## src/rtl/hmac_pkg.sv

```systemverilog
// Shared types and constants for the HMAC message padder.
// Build option: define HMAC_HW_PAD_EN to enable hardware SHA-512 padding and the PAD2 block.
package hmac_pkg;
    localparam int         HMAC_BLOCK_W = 1024;
    localparam int         HMAC_WORDS   = 32;
    localparam int         HMAC_LEN_W   = 128;
    localparam logic [7:0] PAD_BYTE     = 8'h80;

`ifdef HMAC_HW_PAD_EN
    localparam bit PAD_EN = 1'b1;
`else
    localparam bit PAD_EN = 1'b0;
`endif

    typedef enum logic [2:0] {IDLE, FILL, ISSUE, WAIT, PAD2} hmac_state_e;

    // Oversized byte counts on the last word saturate at a full word.
    function automatic logic [2:0] clamp_bytes(input logic [2:0] b);
        return (b > 3'd4) ? 3'd4 : b;
    endfunction

    // Keeps the leading nb bytes of a big-endian word (nb in 0..4).
    function automatic logic [31:0] keep_mask(input logic [2:0] nb);
        return ~(32'hFFFF_FFFF >> {nb, 3'b000});
    endfunction
endpackage

```

## src/rtl/hmac_pad_gen.sv

```systemverilog
// Combinational padder: places the 0x80 marker and the 128-bit bit length into a block,
// and flags when the length does not fit and a further block is needed.
module hmac_pad_gen
    import hmac_pkg::*;
(
    input  logic [HMAC_BLOCK_W-1:0] blk_i,
    input  logic [7:0]              pos_i,
    input  logic                    mark_i,
    input  logic [31:0]             byte_cnt_i,
    output logic [HMAC_BLOCK_W-1:0] blk_o,
    output logic                    extra_o
);
    localparam int LEN_POS = (HMAC_BLOCK_W - HMAC_LEN_W) / 8;

    logic [HMAC_LEN_W-1:0] len_bits;
    logic [9:0]            mark_hi;

    always_comb begin
        // The inner hash has already absorbed the 1024-bit ipad block.
        len_bits = (HMAC_LEN_W'(byte_cnt_i) << 3) + HMAC_LEN_W'(HMAC_BLOCK_W);
        mark_hi  = 10'(HMAC_BLOCK_W - 1) - {pos_i[6:0], 3'b000};
        extra_o  = (pos_i > 8'(LEN_POS - 1));
        blk_o    = blk_i;
        if (mark_i && !pos_i[7]) begin
            blk_o[mark_hi -: 8] = PAD_BYTE;
        end
        if (!extra_o) begin
            blk_o[HMAC_LEN_W-1:0] = len_bits;
        end
    end
endmodule

```

## src/rtl/hmac_msg_padder.sv

```systemverilog
// Collects 32-bit message words into 1024-bit blocks and hands them to the hash core.
// Build option: HMAC_HW_PAD_EN enables hardware padding (see hmac_pkg).
module hmac_msg_padder
    import hmac_pkg::*;
(
    input  logic                    clk,
    input  logic                    reset_n,
    input  logic                    zeroize,
    input  logic                    start,
    input  logic                    msg_valid,
    input  logic [31:0]             msg_data,
    input  logic                    msg_last,
    input  logic [2:0]              msg_bytes,
    output logic                    msg_ready,
    output logic                    core_init,
    output logic                    core_next,
    output logic [HMAC_BLOCK_W-1:0] core_block,
    input  logic                    core_ready,
    output logic                    busy,
    output logic                    err
);
    hmac_state_e             state_q, state_d;
    logic [HMAC_BLOCK_W-1:0] buf_q, buf_d, buf_w, pad_src, pad_blk;
    logic [4:0]              idx_q, idx_d;
    logic [31:0]             cnt_q, cnt_d, pad_cnt, wdata;
    logic                    first_q, first_d, extra_q, extra_d, last_blk_q, last_blk_d;
    logic                    placed_q, placed_d, skip_q, skip_d, err_q, err_d;
    logic [2:0]              nb;
    logic [9:0]              word_hi;
    logic [32:0]             sum;
    logic [7:0]              pad_pos;
    logic                    pad_mark, pad_extra, in_pad2;

    // NOTE: combinational blocks use blocking '=' and assign every output first, so no latch can form.
    always_comb begin
        nb      = msg_last ? clamp_bytes(msg_bytes) : 3'd4;
        wdata   = (PAD_EN && msg_last) ? (msg_data & keep_mask(nb)) : msg_data;
        word_hi = 10'(HMAC_BLOCK_W - 1) - {idx_q, 5'b00000};
        buf_w   = buf_q;
        buf_w[word_hi -: 32] = wdata;
        sum     = {1'b0, cnt_q} + {30'd0, nb};
        in_pad2  = (state_q == PAD2);
        pad_src  = in_pad2 ? '0 : buf_w;
        pad_pos  = in_pad2 ? 8'd0 : ({1'b0, idx_q, 2'b00} + {5'd0, nb});
        pad_mark = in_pad2 ? !placed_q : 1'b1;
        pad_cnt  = in_pad2 ? cnt_q : sum[31:0];
    end

    hmac_pad_gen u_pad_gen (
        .blk_i      (pad_src),
        .pos_i      (pad_pos),
        .mark_i     (pad_mark),
        .byte_cnt_i (pad_cnt),
        .blk_o      (pad_blk),
        .extra_o    (pad_extra)
    );

    always_comb begin
        state_d    = state_q;
        buf_d      = buf_q;
        idx_d      = idx_q;
        cnt_d      = cnt_q;
        first_d    = first_q;
        extra_d    = extra_q;
        last_blk_d = last_blk_q;
        placed_d   = placed_q;
        skip_d     = skip_q;
        err_d      = err_q;
        core_init  = 1'b0;
        core_next  = 1'b0;
        msg_ready  = (state_q == FILL) && !zeroize;

        unique case (state_q)
            IDLE: if (start) begin
                state_d    = FILL;
                buf_d      = '0;
                idx_d      = '0;
                cnt_d      = '0;
                first_d    = 1'b1;
                extra_d    = 1'b0;
                last_blk_d = 1'b0;
                placed_d   = 1'b0;
                err_d      = 1'b0;
            end
            FILL: if (msg_valid) begin
                buf_d = buf_w;
                cnt_d = sum[31:0];
                idx_d = idx_q + 5'd1;
                if (PAD_EN && sum[32]) err_d = 1'b1;
                if (msg_last) begin
                    state_d    = ISSUE;
                    last_blk_d = 1'b1;
                    if (PAD_EN) begin
                        buf_d      = pad_blk;
                        extra_d    = pad_extra;
                        last_blk_d = !pad_extra;
                        placed_d   = !pad_pos[7];
                    end
                end else if (idx_q == 5'(HMAC_WORDS - 1)) begin
                    state_d    = ISSUE;
                    last_blk_d = 1'b0;
                    extra_d    = 1'b0;
                end
            end
            ISSUE: if (core_ready) begin
                core_init = first_q;
                core_next = !first_q;
                first_d   = 1'b0;
                skip_d    = 1'b1;
                state_d   = WAIT;
            end
            WAIT: begin
                // The core's ready is stale in the cycle right after the pulse.
                if (skip_q) begin
                    skip_d = 1'b0;
                end else if (core_ready) begin
                    if (last_blk_q) begin
                        state_d = IDLE;
                    end else if (extra_q) begin
                        state_d = PAD2;
                    end else begin
                        state_d = FILL;
                        buf_d   = '0;
                        idx_d   = '0;
                    end
                end
            end
            PAD2: begin
                buf_d      = pad_blk;
                extra_d    = 1'b0;
                last_blk_d = 1'b1;
                state_d    = ISSUE;
            end
            default: state_d = IDLE;
        endcase

        if (zeroize) begin
            state_d    = IDLE;
            buf_d      = '0;
            idx_d      = '0;
            cnt_d      = '0;
            first_d    = 1'b0;
            extra_d    = 1'b0;
            last_blk_d = 1'b0;
            placed_d   = 1'b0;
            skip_d     = 1'b0;
            err_d      = 1'b0;
            core_init  = 1'b0;
            core_next  = 1'b0;
        end
    end

    // NOTE: the block buffer holds message data, so it is reset like any other flop rather than left as an unreset RAM.
    always_ff @(posedge clk or negedge reset_n) begin
        if (!reset_n) begin
            state_q    <= IDLE;
            buf_q      <= '0;
            idx_q      <= '0;
            cnt_q      <= '0;
            first_q    <= 1'b0;
            extra_q    <= 1'b0;
            last_blk_q <= 1'b0;
            placed_q   <= 1'b0;
            skip_q     <= 1'b0;
            err_q      <= 1'b0;
        end else begin
            state_q    <= state_d;
            buf_q      <= buf_d;
            idx_q      <= idx_d;
            cnt_q      <= cnt_d;
            first_q    <= first_d;
            extra_q    <= extra_d;
            last_blk_q <= last_blk_d;
            placed_q   <= placed_d;
            skip_q     <= skip_d;
            err_q      <= err_d;
        end
    end

    assign core_block = buf_q;
    assign busy       = (state_q != IDLE);
    assign err        = err_q;
endmodule

```

## config.mk

```make
export PLATFORM = sky130hd
export DESIGN_NAME = hmac_msg_padder
export DESIGN_NICKNAME = d
export VERILOG_FILES = /design/src/rtl/hmac_pkg.sv /design/src/rtl/hmac_pad_gen.sv /design/src/rtl/hmac_msg_padder.sv
export SDC_FILE = /design/constraint.sdc
export NUM_CORES = 2
export LEC_CHECK = 0
export BUFFER_PORTS_ARGS = -buffer_cell sky130_fd_sc_hd__buf_2
export CORE_AREA = 2 2 415 417
export CTS_CLUSTER_SIZE = 30
export DETAILED_ROUTE_END_ITERATION = 7
export DIE_AREA = 0 0 417 419
export PLACE_DENSITY_LB_ADDON = 0.15
export SLEW_MARGIN = 20
export SYNTH_ARGS = -nofsm -noshare
export SYNTH_HDL_FRONTEND = slang
export SYNTH_HIERARCHICAL = 1
export SYNTH_SLANG_ARGS = --single-unit
```

## constraint.sdc

```tcl
create_clock -name clk -period 6.1 [get_ports clk]
set_input_delay 0.915 -clock clk [delete_from_list [all_inputs] [get_ports clk]]
set_output_delay 0.915 -clock clk [all_outputs]
set_load 0.05 [all_outputs]
```

==> results.cfg <==
[logic_synthesis]
synth_cell_type_count = 59
ys.flop_type = dfrtp_1
seq_area_frac_synth = 0.567
async_flop_share = 1.00
syn_area_per_cell_um2 = 12.6
syn_inst = 3623
synth_edf_count = 0
synth_nets = 3676
syn_area_um2 = 45600
synth_warnings = 6
ys_ff_latch = 1034

[run]
maxCapViolCount = 0

[placed_design]
place.gp.congestion = 0.791
dp_hpwl_mm = 140
dp.cells = 6573
numPortBuffers = 1066

[die]
die_area_um2 = 175000
num_rows = 152
ios = 1071
die_width_um = 417
start_util = 0.267
core-area_um2 = 171000
die_h_um = 419

[final_layout]
layoutNonFillerInstCount = 6802
nets = 4514
area_growth_pct = 24.7
mostFrequentLayoutCell = buf_2
final_core_util = 0.333
drive_gt1_frac = 0.311
layout_common_cells = 1,065 x buf_2, 1,034 x dfrtp_1, 721 x mux2i_1

[route]
drc_errors = 0
antenna_left = 0
vias = 36100
via_per_inst = 5.31
wirelength_mm = 222
drt_iter0_drc = 3537
wl_per_cell_um = 32.7
dr.pass1.iters = 6

[setup_path]
crit_required_ns = 5.18
critPathTopFamily = buffers and inverters
slowest_delay_ns = 0.49
path_cells = inv_1 -> ha_1 -> nand2b_1 -> inv_2 -> buf_2
critPathCaptureType = output pin
worst-path-max-fanout = 16
arrival_ns = 3.01
start_kind = register
cp_slowest_cell = nand2b_1
crit_buf_inv = 3
path_class = register to output pin

[worst_hold_path]
hold_class = input pin to asynchronous set/reset pin

[pwr]
vdd_drop_max_uv = 448
power_leakage_nw = 31.5
power.total_mw = 18.7
powerDensity_nw_per_um2 = 330

[sta]
slew_viol_final = 0
setup_viol = 0
final.setup_skew_ns = 0.0449
hold_ws_ns = 0.229
clock.fmax_mhz = 255
fin_crit_sh = 0.644
relSlewSlack = 0.224
rsz0062_at_grt = false
hold_viol = 0
tns_ns = 0
worst_pin_slew_ns = 1.16
min_period_ns = 3.93

[clock_tree]
clockRootBuffer = clkbuf_16
clk_path_buf_depth = 3
insertion_delay_ns = 0.78
holdBufCountCts = 0
clock-sinks = 1034
cts_resized = 0
post_cts_buffers = 0
cts_tree = done
htreeDepth = 3
clk_pin_slew_ns = 0.06
numCtsBuffers = 119

[global_routing]
antenna_found_initial = 20
grt_max_degree = 194
grt_pass1_wl_mm = 307
grt_pass1_vias = 36300
gr-total-overflow = 0
grtUsageTotal = 0.246

[run_status]
status = finished clean
[cell usage after synthesis (7+ instances only)]
| cell type | number | area share |
|---|---|---|
| nor2_1 | 18 | 0.0015 |
| o211ai_1 | 704 | 0.12 |
| a32o_1 | 28 | 0.0061 |
| mux2_2 | 14 | 0.0035 |
| ha_1 | 11 | 0.0030 |
| nand2_1 | 226 | 0.019 |
| clkbuf_1 | 261 | 0.021 |
| buf_2 | 86 | 0.0094 |
| nand2b_1 | 8 | 0.0011 |
| buf_4 | 70 | 0.012 |
| mux2i_1 | 721 | 0.16 |
| dfrtp_1 | 1034 | 0.57 |
| nand4_4 | 21 | 0.0098 |
| a22o_1 | 227 | 0.044 |
| inv_1 | 28 | 0.0023 |
| buf_1 | 18 | 0.0015 |
| nand3_1 | 15 | 0.0016 |
| nor3_1 | 7 | 0.00077 |
| o21ai_0 | 14 | 0.0015 |
| o2bb2ai_1 | 37 | 0.0071 |
[through the flow]
| stage | worst slack [ns] | area [um^2] |
|---|---|---|
| floorplan | 2.85 | 45600 |
| global placement | 2.15 | 52800 |
| detailed placement | 2.14 | 52800 |
| CTS | 2.02 | 56900 |
| global route | 1.95 | 56900 |
| finish | 2.17 | 56900 |
[where the power goes]
group,internal (mW),switching (mW)
combinational,0.607,3.66
sequential,6.91,0.0555
clock,4.31,3.20
[area by class of cell]
| class | count | area (um^2) |
|---|---|---|
| fillers | 17200 | 114000 |
| inverters | 30 | 120 |
| clock inverters | 35 | 519 |
| repair buffers | 1155 | 6240 |
| diodes | 10 | 25.0 |
| flip-flops and latches | 1034 | 25900 |
| clock buffers | 184 | 3580 |
| well taps | 2233 | 2790 |
| multi-input cells | 2121 | 17700 |
[worst paths after layout]
kind,start,end,slack [ns],cells past startpoint
hold / removal,reset_n,core_block[868],0.23,1
max in group asynchronous,reset_n,core_block[952],4.32,3
min in group clk,msg_last,last_blk_q,0.45,3
hold reg to reg,core_block[671],core_block[671],0.48,1
setup reg to reg,state_q[1],core_block[608],2.34,7
setup / recovery,state_q[1],msg_ready,2.17,5
[state kept, by name, indices dropped and copies added, names as in the netlist]
signal and flops:
core_block 1024, idx_q 5, state_q 2, first_q 1
last_blk_q 1, skip_q 1
[routing by layer]
layer / track usage / wire, um / vias to the layer above
met5: 0 / 0 / -
met2: 0.389 / 105000 / 1372
met3: 0.0623 / 15700 / 343
met4: 0.117 / 10800 / 0
li1: - / - / 15400
met1: 0.313 / 91100 / 19100
[kinds of logic (layout without fill, tap and decap cells)]
group | after synthesis | count (layout) | share of synthesized area
other | 1 | 11 | 0.0000822
DFF | 1034 | 1034 | 0.567
adders and majority gates | 11 | 11 | 0.00302
muxes | 735 | 735 | 0.162
AOI/OAI and AO/OA | 1032 | 1032 | 0.178
buffers and inverters | 468 | 1404 | 0.0471
and+or+nand+nor | 342 | 342 | 0.0429
Note: power is estimated with default switching activity, not from simulation.
